===== src/rtl/sixteen_bit_divider_pkg.sv =====
// Shared constants and state encoding for the iterative restoring divider.
// Consumers: sixteen_bit_divider_if, sixteen_bit_divider.
package div_pkg;

    localparam int DIV_WIDTH = 16;
    localparam int DIV_CNT_W = $clog2(DIV_WIDTH + 1);

    typedef enum logic [1:0] {
        DIV_IDLE,
        DIV_BUSY,
        DIV_DONE
    } div_state_t;

endpackage


===== src/rtl/sixteen_bit_divider_if.sv =====
// Request/result bundle between the execute stage (master) and the divider (slave).
interface sixteen_bit_divider_if
    import div_pkg::*;
#(
    parameter int WIDTH = DIV_WIDTH
);

    logic             start;
    logic             op_signed;
    logic [WIDTH-1:0] in1;
    logic [WIDTH-1:0] in2;
    logic             ready;
    logic             done;
    logic [WIDTH-1:0] quotient;
    logic [WIDTH-1:0] remainder;
    logic             div_by_zero;

    modport master (
        output start, op_signed, in1, in2,
        input  ready, done, quotient, remainder, div_by_zero
    );

    modport slave (
        input  start, op_signed, in1, in2,
        output ready, done, quotient, remainder, div_by_zero
    );

endinterface


===== src/rtl/sixteen_bit_divider_restore_step.sv =====
// One restoring-division iteration: shift in the next dividend bit, trial-subtract the divisor.
module div_restore_step #(
    parameter int WIDTH = 16
) (
    input  logic [WIDTH-1:0] rem_in,
    input  logic             dvd_msb,
    input  logic [WIDTH-1:0] dvs,
    output logic [WIDTH-1:0] rem_out,
    output logic             q_bit
);

    logic [WIDTH:0] shifted;
    logic [WIDTH:0] diff;

    // The trial subtract is one bit wider than the operands; its borrow is the inverted quotient bit.
    always_comb begin
        shifted = {rem_in, dvd_msb};
        diff    = shifted - {1'b0, dvs};
        q_bit   = ~diff[WIDTH];
        rem_out = q_bit ? diff[WIDTH-1:0] : shifted[WIDTH-1:0];
    end

endmodule


===== src/rtl/sixteen_bit_divider.sv =====
// Iterative restoring divider, one quotient bit per clock, RISC-V M-extension corner results.
// Define SIGNED_DIV_EN to enable signed operation via bus.op_signed.
module sixteen_bit_divider
    import div_pkg::*;
#(
    parameter int WIDTH = DIV_WIDTH
) (
    input logic                  clk,
    input logic                  rst_n,
    sixteen_bit_divider_if.slave bus
);

    localparam int               CNT_W = $clog2(WIDTH + 1);
    localparam logic [CNT_W-1:0] LAST  = CNT_W'(WIDTH - 1);

    div_state_t       state, state_nxt;
    logic [CNT_W-1:0] count;
    logic [WIDTH-1:0] dvd, dvs, rem;
    logic             zero_q;
    logic             ready, done;
    logic             accept, last_iter, in2_zero;
    logic [WIDTH-1:0] mag1, mag2;
    logic [WIDTH-1:0] rem_out, q_next, q_fix, r_fix;
    logic             q_bit;
    logic [WIDTH-1:0] quotient_q, remainder_q;
    logic             dbz_q;

    assign accept    = ready & bus.start;
    assign last_iter = (count == LAST);
    assign in2_zero  = (bus.in2 == '0);
    assign q_next    = {dvd[WIDTH-2:0], q_bit};

`ifdef SIGNED_DIV_EN
    logic neg1, neg2, neg_q, neg_r;

    function automatic logic [WIDTH-1:0] negate(input logic [WIDTH-1:0] x);
        return ~x + WIDTH'(1);
    endfunction

    always_comb begin
        neg1 = bus.op_signed & bus.in1[WIDTH-1];
        neg2 = bus.op_signed & bus.in2[WIDTH-1];
        mag1 = neg1 ? negate(bus.in1) : bus.in1;
        mag2 = neg2 ? negate(bus.in2) : bus.in2;
    end

    always_ff @(posedge clk or negedge rst_n) begin
        if (!rst_n) begin
            neg_q <= 1'b0;
            neg_r <= 1'b0;
        end else if (accept) begin
            neg_q <= neg1 ^ neg2;
            neg_r <= neg1;
        end
    end

    // Most-negative / -1 needs no special case: magnitude 2^(WIDTH-1) negates to itself.
    assign q_fix = neg_q ? negate(q_next) : q_next;
    assign r_fix = neg_r ? negate(rem_out) : rem_out;
`else
    logic unused_op_signed;

    assign unused_op_signed = bus.op_signed;
    assign mag1  = bus.in1;
    assign mag2  = bus.in2;
    assign q_fix = q_next;
    assign r_fix = rem_out;
`endif

    div_restore_step #(.WIDTH(WIDTH)) u_step (
        .rem_in  (rem),
        .dvd_msb (dvd[WIDTH-1]),
        .dvs     (dvs),
        .rem_out (rem_out),
        .q_bit   (q_bit)
    );

    always_ff @(posedge clk or negedge rst_n) begin
        if (!rst_n) state <= DIV_IDLE;
        else        state <= state_nxt;
    end

    // A zero divisor spends exactly one cycle in BUSY, so its done lands one edge after acceptance.
    always_comb begin
        state_nxt = state;
        unique case (state)
            DIV_IDLE: if (bus.start) state_nxt = DIV_BUSY;
            DIV_BUSY: if (zero_q || last_iter) state_nxt = DIV_DONE;
            DIV_DONE: state_nxt = bus.start ? DIV_BUSY : DIV_IDLE;
            default:  state_nxt = DIV_IDLE;
        endcase
    end

    always_comb begin
        ready = (state != DIV_BUSY);
        done  = (state == DIV_DONE);
    end

    // For a zero divisor the raw dividend is parked in dvd so it can be returned as the remainder.
    always_ff @(posedge clk or negedge rst_n) begin
        if (!rst_n) begin
            dvd         <= '0;
            dvs         <= '0;
            rem         <= '0;
            count       <= '0;
            zero_q      <= 1'b0;
            quotient_q  <= '0;
            remainder_q <= '0;
            dbz_q       <= 1'b0;
        end else if (accept) begin
            dvd    <= in2_zero ? bus.in1 : mag1;
            dvs    <= mag2;
            rem    <= '0;
            count  <= '0;
            zero_q <= in2_zero;
        end else if (state == DIV_BUSY) begin
            if (zero_q) begin
                quotient_q  <= '1;
                remainder_q <= dvd;
                dbz_q       <= 1'b1;
            end else begin
                rem   <= rem_out;
                dvd   <= q_next;
                count <= count + CNT_W'(1);
                if (last_iter) begin
                    quotient_q  <= q_fix;
                    remainder_q <= r_fix;
                    dbz_q       <= 1'b0;
                end
            end
        end
    end

    assign bus.ready       = ready;
    assign bus.done        = done;
    assign bus.quotient    = quotient_q;
    assign bus.remainder   = remainder_q;
    assign bus.div_by_zero = dbz_q;

endmodule


===== src/flat_wrapper.sv =====
// flat-port wrapper written by rule: the top's interface ports become plain ports
module sixteen_bit_divider_flat import div_pkg::*;
#(
    parameter int WIDTH = DIV_WIDTH
)
  (clk, rst_n, bus_start, bus_op_signed, bus_in1, bus_in2, bus_ready, bus_done, bus_quotient, bus_remainder, bus_div_by_zero);
  sixteen_bit_divider_if #(.WIDTH(WIDTH)) bus_i ();
  input logic clk;
  input logic rst_n;
  input wire logic [$bits(bus_i.start)-1:0] bus_start;
  input wire logic [$bits(bus_i.op_signed)-1:0] bus_op_signed;
  input wire logic [$bits(bus_i.in1)-1:0] bus_in1;
  input wire logic [$bits(bus_i.in2)-1:0] bus_in2;
  output wire logic [$bits(bus_i.ready)-1:0] bus_ready;
  output wire logic [$bits(bus_i.done)-1:0] bus_done;
  output wire logic [$bits(bus_i.quotient)-1:0] bus_quotient;
  output wire logic [$bits(bus_i.remainder)-1:0] bus_remainder;
  output wire logic [$bits(bus_i.div_by_zero)-1:0] bus_div_by_zero;
  assign bus_i.start = bus_start;
  assign bus_i.op_signed = bus_op_signed;
  assign bus_i.in1 = bus_in1;
  assign bus_i.in2 = bus_in2;
  assign bus_ready = bus_i.ready;
  assign bus_done = bus_i.done;
  assign bus_quotient = bus_i.quotient;
  assign bus_remainder = bus_i.remainder;
  assign bus_div_by_zero = bus_i.div_by_zero;
  sixteen_bit_divider #(.WIDTH(WIDTH)) u_core (.clk(clk), .rst_n(rst_n), .bus(bus_i));
endmodule

===== config.mk =====
export PLATFORM = sky130hd
export DESIGN_NAME = sixteen_bit_divider_flat
export DESIGN_NICKNAME = d
export VERILOG_FILES = /design/src/rtl/sixteen_bit_divider_pkg.sv /design/src/rtl/sixteen_bit_divider_if.sv /design/src/rtl/sixteen_bit_divider_restore_step.sv /design/src/rtl/sixteen_bit_divider.sv /design/src/flat_wrapper.sv
export SDC_FILE = /design/constraint.sdc
export NUM_CORES = 1
export LEC_CHECK = 0
export CAP_MARGIN = 10
export CORE_MARGIN = 2
export CORE_UTILIZATION = 54
export DETAILED_ROUTE_END_ITERATION = 6
export PLACE_DENSITY = 0.8
export SETUP_SLACK_MARGIN = 0.5
export SLEW_MARGIN = 20
export SYNTH_ARGS = -nofsm -noshare
export SYNTH_HDL_FRONTEND = slang
export SYNTH_HIERARCHICAL = 1
export SYNTH_SLANG_ARGS = --single-unit

===== constraint.sdc =====
create_clock -name clk -period 3.8 [get_ports clk]
set_clock_uncertainty 0.2 [all_clocks]
set_input_delay 0.76 -clock clk [delete_from_list [all_inputs] [get_ports clk]]
set_output_delay 0.76 -clock clk [all_outputs]
set_load 0.005 [all_outputs]

# Yosys cells after proc, flatten, opt, wreduce, memory -nomap -nowiden
# Index checks and enable logic that the tools add are counted.
[classes] addsub=2 n_eq_ne=7 n_mux=20 bitwise=3 reduce_logical=8
[op_table] op="16-bit two-way mux" count=11
[op_table] op="17-bit by 16-bit subtractor with 17-bit output" count=1
[op_table] op="16-bit logical NOT" count=1
[op_table] op="5-bit two-way mux" count=3
[op_table] op="2-bit case mux with 3 select lines" count=1
[op_table] op="5-bit by 1-bit adder with 5-bit output, second input constant" count=1
[op_table] op="5-bit by 4-bit == test with 1-bit output, second input constant" count=1
[op_table] op="2-bit two-way mux" count=2
[op_table] op="2-bit by 1-bit != test with 1-bit output, second input constant" count=2
[op_table] op="2-bit != test, second input constant" count=2
[op_table] op="2-bit AND reduction" count=2
[op_table] op="2-bit nonzero test" count=2
[op_table] op="1-bit two-way mux" count=3
[op_table] op="3-bit AND reduction" count=1
[op_table] op="2-bit by 1-bit == test with 1-bit output, second input constant" count=1
[op_table] op="2-bit == test, second input constant" count=1
[op_table] op="2-bit logical NOT" count=1
[op_table] op="1-bit NOT" count=2
[op_table] op="1-bit bitwise AND" count=1
[op_table] op="1-bit logical OR" count=1
[word_totals] register_bits=89 in_bits=36 out_inout_bits=35 wordCells=49

# Longest topological paths before layout
[depth] depth_word=5 mapped_depth=13 mapped_depth_nobuf=13

# Hierarchy
# Netlist, hierarchy kept.
[by_module_without_submodules] module="sixteen_bit_divider" n_inst=1 cells_each=346 area_each_um2=3678.5 seq_area_each_um2=2227.1
[by_module_without_submodules] module="div_restore_step" n_inst=1 cells_each=128 area_each_um2=1009.7 seq_area_each_um2=0.0

# Least setup slack after synthesis
# OpenSTA, ideal clock, no wires.
[synth_path] kind="flip-flop to flip-flop" from="reg u_core.dvd[15]" to="reg u_core.rem[10]" setup_ps=121 arrival_ps=2975 required_time_ps=3479 slack_ps=504 path_stages_with_launch=13 n_path_buf=1 period_less_slack_ps=3296 path_cell_list="dfrtp_1 inv_1 ha_1 fa_1 nor2b_1 o31a_1 o41a_1 and4_4 a311oi_2 xnor2_2 buf_6 mux2_4 a22o_1"
[synth_via] elab_chain_cells=5
[synth_lines] item="start: declaration" line="sixteen_bit_divider.sv:18" text="logic [WIDTH-1:0] dvd, dvs, rem;"
[synth_lines] item="start signal: assignment" line="sixteen_bit_divider.sv:111" text="dvd <= in2_zero ? bus.in1 : mag1;"
[synth_lines] item="start signal: assignment" line="sixteen_bit_divider.sv:123" text="dvd <= q_next;"
[synth_lines] item="17-bit by 16-bit subtractor with 17-bit output" line="sixteen_bit_divider_restore_step.sv:18" text="diff = shifted - {1'b0, dvs};"
[synth_lines] item="16-bit two-way mux" line="sixteen_bit_divider_restore_step.sv:20" text="rem_out = q_bit ? diff[WIDTH-1:0] : shifted[WIDTH-1:0];"
[synth_lines] item="named net u_core.r_fix[10]" line="sixteen_bit_divider.sv:23" text="logic [WIDTH-1:0] rem_out, q_next, q_fix, r_fix;"
[synth_lines] item="16-bit two-way mux" line="sixteen_bit_divider.sv:117" text="if (zero_q) begin"
[synth_lines] item="16-bit two-way mux" line="sixteen_bit_divider.sv:116" text="end else if (state == DIV_BUSY) begin"
[synth_lines] item="16-bit two-way mux" line="sixteen_bit_divider.sv:110" text="end else if (accept) begin"
[synth_lines] item="end signal: assignment" line="sixteen_bit_divider.sv:122" text="rem <= rem_out;"
[synth_lines] item="end: declaration" line="sixteen_bit_divider.sv:18"
# The timed path passes the listed nets, and every way through them passes these cells. The select of a mux whose other input is x is not followed.
# A chain may end at the register's enable or synchronous reset.

# Worst setup path after layout
[layout_path] from="reg u_core.dvd[15]" to="reg u_core.remainder_q[12], in the netlist u_core/bus.remainder[12]"
[layout_via] elab_chain_cells=4
[layout_lines] item="17-bit by 16-bit subtractor with 17-bit output" line="sixteen_bit_divider_restore_step.sv:18"
[layout_lines] item="16-bit two-way mux" line="sixteen_bit_divider_restore_step.sv:20"
[layout_lines] item="named net u_core.r_fix[12]" line="sixteen_bit_divider.sv:23"
[layout_lines] item="16-bit two-way mux" line="sixteen_bit_divider.sv:125" text="if (last_iter) begin"
[layout_lines] item="16-bit two-way mux" line="sixteen_bit_divider.sv:117"
[layout_lines] item="end signal: assignment" line="sixteen_bit_divider.sv:119" text="remainder_q <= dvd;"
[layout_lines] item="end signal: assignment" line="sixteen_bit_divider.sv:127" text="remainder_q <= r_fix;"
[layout_lines] item="end: declaration" line="sixteen_bit_divider.sv:25" text="logic [WIDTH-1:0] quotient_q, remainder_q;"
# The timed path passes the listed nets, and every way through them passes these cells. The select of a mux whose other input is x is not followed.

==> flow_results.org <==
** Synth
- Mean instance size in the synthesized netlist :: 9.89 um2
- Cell with the most instances after synthesis :: dfrtp_1
- Yosys mapped the design onto 47 distinct sky130hd cell types.
- In this run the biggest area consumer among cell types represents 47.5% of the synthesized area.
- The mapped netlist covers 4690 um2.
- Counting every instance in the synthesized netlist gives 474.
- The most used flip-flop cell after synthesis is dfrtp_1.
- Post-synthesis register bit count :: 89
- Main area contributors after synthesis :: dfrtp_1, nand2_1, mux2_2
- The synthesized design spends more area on one cell type than any other, namely dfrtp_1.
- Ranking of synthesized cells by instance count :: dfrtp_1, nand2_1, o22ai_1
- Share of synthesized area occupied by flip-flops and latches :: 47.5%
- In the synthesized netlist the async set-or-reset flop fraction comes to 100%.
- Synthesis produced a netlist with a net count of 529.
- Number of enable flip-flop cells after synthesis :: 0
- Number of warning messages in the yosys log :: 6

** Critical path
- Data arrival time of the critical path :: 3490 ps
- Launch point of the worst reg-to-reg path :: u_core/dvd[15]
- At the worst endpoint, the required time is 3830 ps.
- Setup crit start kind :: register
- Critical Path Sink Type :: register
- In this run the register-to-register setup slack is 340 ps.
- Critical path launch point :: u_core/dvd[15]
- Measured in cells, the most critical reg-to-reg path has a length of 13.
- Critical path peak fanout :: 7
- The worst register-to-register path ends at u_core/bus.remainder[12].
- The critical path in this run is classified as register to register.

** Floorplanning
- Starting Density :: 56.5%
- In this run the vertical extent of the chip is 97.2 um.
- Die outline width :: 97.2 um
- Placeable core region :: 8300 um2
- Die Area :: 9440 um2
- During I/O placement, the number of pins put on the boundary was 71.
- FP Rows :: 33

** CTS
- TritonCTS built the clock tree.
- Sink count of the clock tree :: 89
- The clock passes through at most 2 buffers.
- TritonCTS created 9 clock buffers.
- In this run the clock root is driven by a clkbuf_8.
- Clock latency on the worst-skew pair, taken at its later pin, is 360 ps.
- The H-tree was split into 3 levels.
- Post-CTS Hold Buffers :: 0
- CTS clk-pin slew, worst paths :: 100 ps

** Global routing
- The first global-routing pass estimated 19500 um of wire.
- For this run the aggregate overflow at the end of global routing stands at 0.
- The via count of the first global-routing pass came to 4007.
- All-Layer GR Usage :: 25.1%
- The initial antenna violation count was 0.
- Maximum number of pins on one net before global-route repair :: 90

** Detailed routing
- For this run, design rule violations remaining after detail routing come to 0.
- Average wire length per cell after detail routing :: 17.7 um
- Total wirelength of the detailed-routed design :: 11700 um
- Dividing the detail-routed via count by the number of cells gives 5.99.
- The detailed router placed 3935 vias in this run.
- In this run, the number of DRC markers left after iteration 0 of detailed routing was 302.
- Antenna viol nets, final :: 0
- The first detailed-routing pass took 5 iterations.

** STA
- Static timing analysis puts the maximum clock frequency at 289 MHz.
- The final critical path takes up 91.1% of the cycle.
- Final hold viol count :: 0
- Max-slew violations :: 0
- Setup repair after global routing could not meet its margin everywhere.
- At the pin with the least slew margin, the transition time is 871 ps.
- Once routing completed, OpenROAD measured the worst setup slack at 339 ps.
- Setup total negative slack :: 0 ps
- Final Setup Violations :: 0
- The smallest clock period supported by the final layout is computed as 3460 ps.
- In this run the tightest slew margin relative to its limit is 41.8%.

** Placement
- Placed cell count :: 632
- Placer's final routability congestion estimate :: 0.873
- During placement, the flow inserted port buffers numbering 69.
- Detailed placement HPWL :: 7840 um
- Setup slack after placement :: 258 ps

** Cells and area
- Non-filler cells in the finished layout :: 657
- The filler cells instantiated in the layout total 611.
- The post-route netlist has 15.6% of its cells at a drive strength greater than 1.
- Relative to the synthesized area, the layout overhead comes to 24.7%.
- Nets :: 602
- Inserted Diodes :: 0

** Power
- Maximum resistive drop on vdd :: 0.899 mV
- Power density over cell area :: 1170 nW/um2
- Leakage power figure :: 2.64 nW

** Job
- Max-cap violations in this run came to 0.

** Run status
- Result of the run :: complete, no violations

** Min path
- Hold Crit Class :: input pin to asynchronous set/reset pin
## cells by family (layout without fill, tap and decap cells)
logic type,after synthesis,after routing,share of synthesized area (%)
AOI/OAI and AO/OA,127,127,17.7
adders and majority gates,19,19,5.23
xor gates and xnor gates,14,14,2.78
buffers and inverters,49,127,4.78
DFF,89,89,47.5
and+or+nand+nor,143,143,13.6
muxes,33,33,8.41
## placed cells by master (no fill, tap or decap), drive strengths merged, types with 2 or more instances in the layout
cell and count:
a31oi 16, and2 2, nand2 77, buf 19, a21o 3, nor2 26, xnor2 8, nand2b 3
mux2i 3, clkinv 3, dfrtp 89, nand3 20, o211a 2, o21a 2, xor2 6, a22o 17
o22ai 33, a211oi 3, clkbuf 9, nor2b 4, inv 27, ha 18, a21oi 29, nand4 2
o21ai 12, clkdlybuf4s50 68, nor4 4, o21bai 2, mux2 30, and3 2
## sequential cells by signal, summed over array words and instances, names as in the netlist
signal,cells
u_core/bus.remainder,16
u_core/state,2
u_core/zero_q,1
u_core/rem,16
u_core/bus.quotient,16
u_core/dvs,16
u_core/bus.div_by_zero,1
u_core/dvd,16
u_core/count,5
## power breakdown
part	internal, W	switching (W)
Sequential	0.00144	0.000414
Clock	0.000313	0.000365
Combinational	0.00236	0.00196
## layout make-up
cell class	count	area, um2	share of cell area (%)
Multi-Input combinational cell	336	2360	40.3
Sequential cell	89	2230	38.1
Timing Repair Buffer	87	838	14.3
Tap cell	105	131	2.25
Clock buffer	9	124	2.12
Inverter	24	90.1	1.54
Clock inverter	7	77.6	1.33
## metrics by stage
stage	power [W]	util [%]	hold WS, ps	cell area, um2
finish	0.00686	70.5	262	5850
global route	0.00730	70.5	314	5850
CTS	0.00659	69.5	288	5770
detailed placement	0.00559	65.6	263	5440
global placement	0.00542	65.6	261	5440
floorplan	0.00451	-	250	4690
## worst max-delay path by stage
stage                     slack, ps                        to  cells after the start
after floorplan                 500            u_core/rem[10]                     12
after global placement          330             u_core/rem[6]                     12
after detailed placement        260   u_core/bus.remainder[5]                     13
after CTS                       440   u_core/bus.remainder[5]                     13
after global routing            250  u_core/bus.remainder[12]                     13
final                           340  u_core/bus.remainder[12]                     13
## critical path: stages, from the launching register on
cell	delay [ps]
dfrtp_1	430
inv_2	90
ha_4	140
fa_2	220
nor2b_2	60
o31a_1	270
o41a_1	360
and4_4	210
a311oi_4	380
xnor2_4	210
buf_6	200
mux2_4	320
o22ai_1	150
a21oi_1	90
## layer usage
metal	share of wire, %	vias up	GRT usage (%)
li1	-	1841	-
met1	43	1926	33.9
met2	50	149	42.1
met3	5.2	19	4.60
met4	1.7	0	6.18
met5	0	-	0
## timing repair
item | CTS | global route
cloned | 1 | 0
gates resized for setup | 17 | 8
pin swaps | 8 | 4
buffers inserted | 4 | 4
setup endpoints to repair | 32 | 32
No activity file was read; power rests on OpenSTA's default activity.
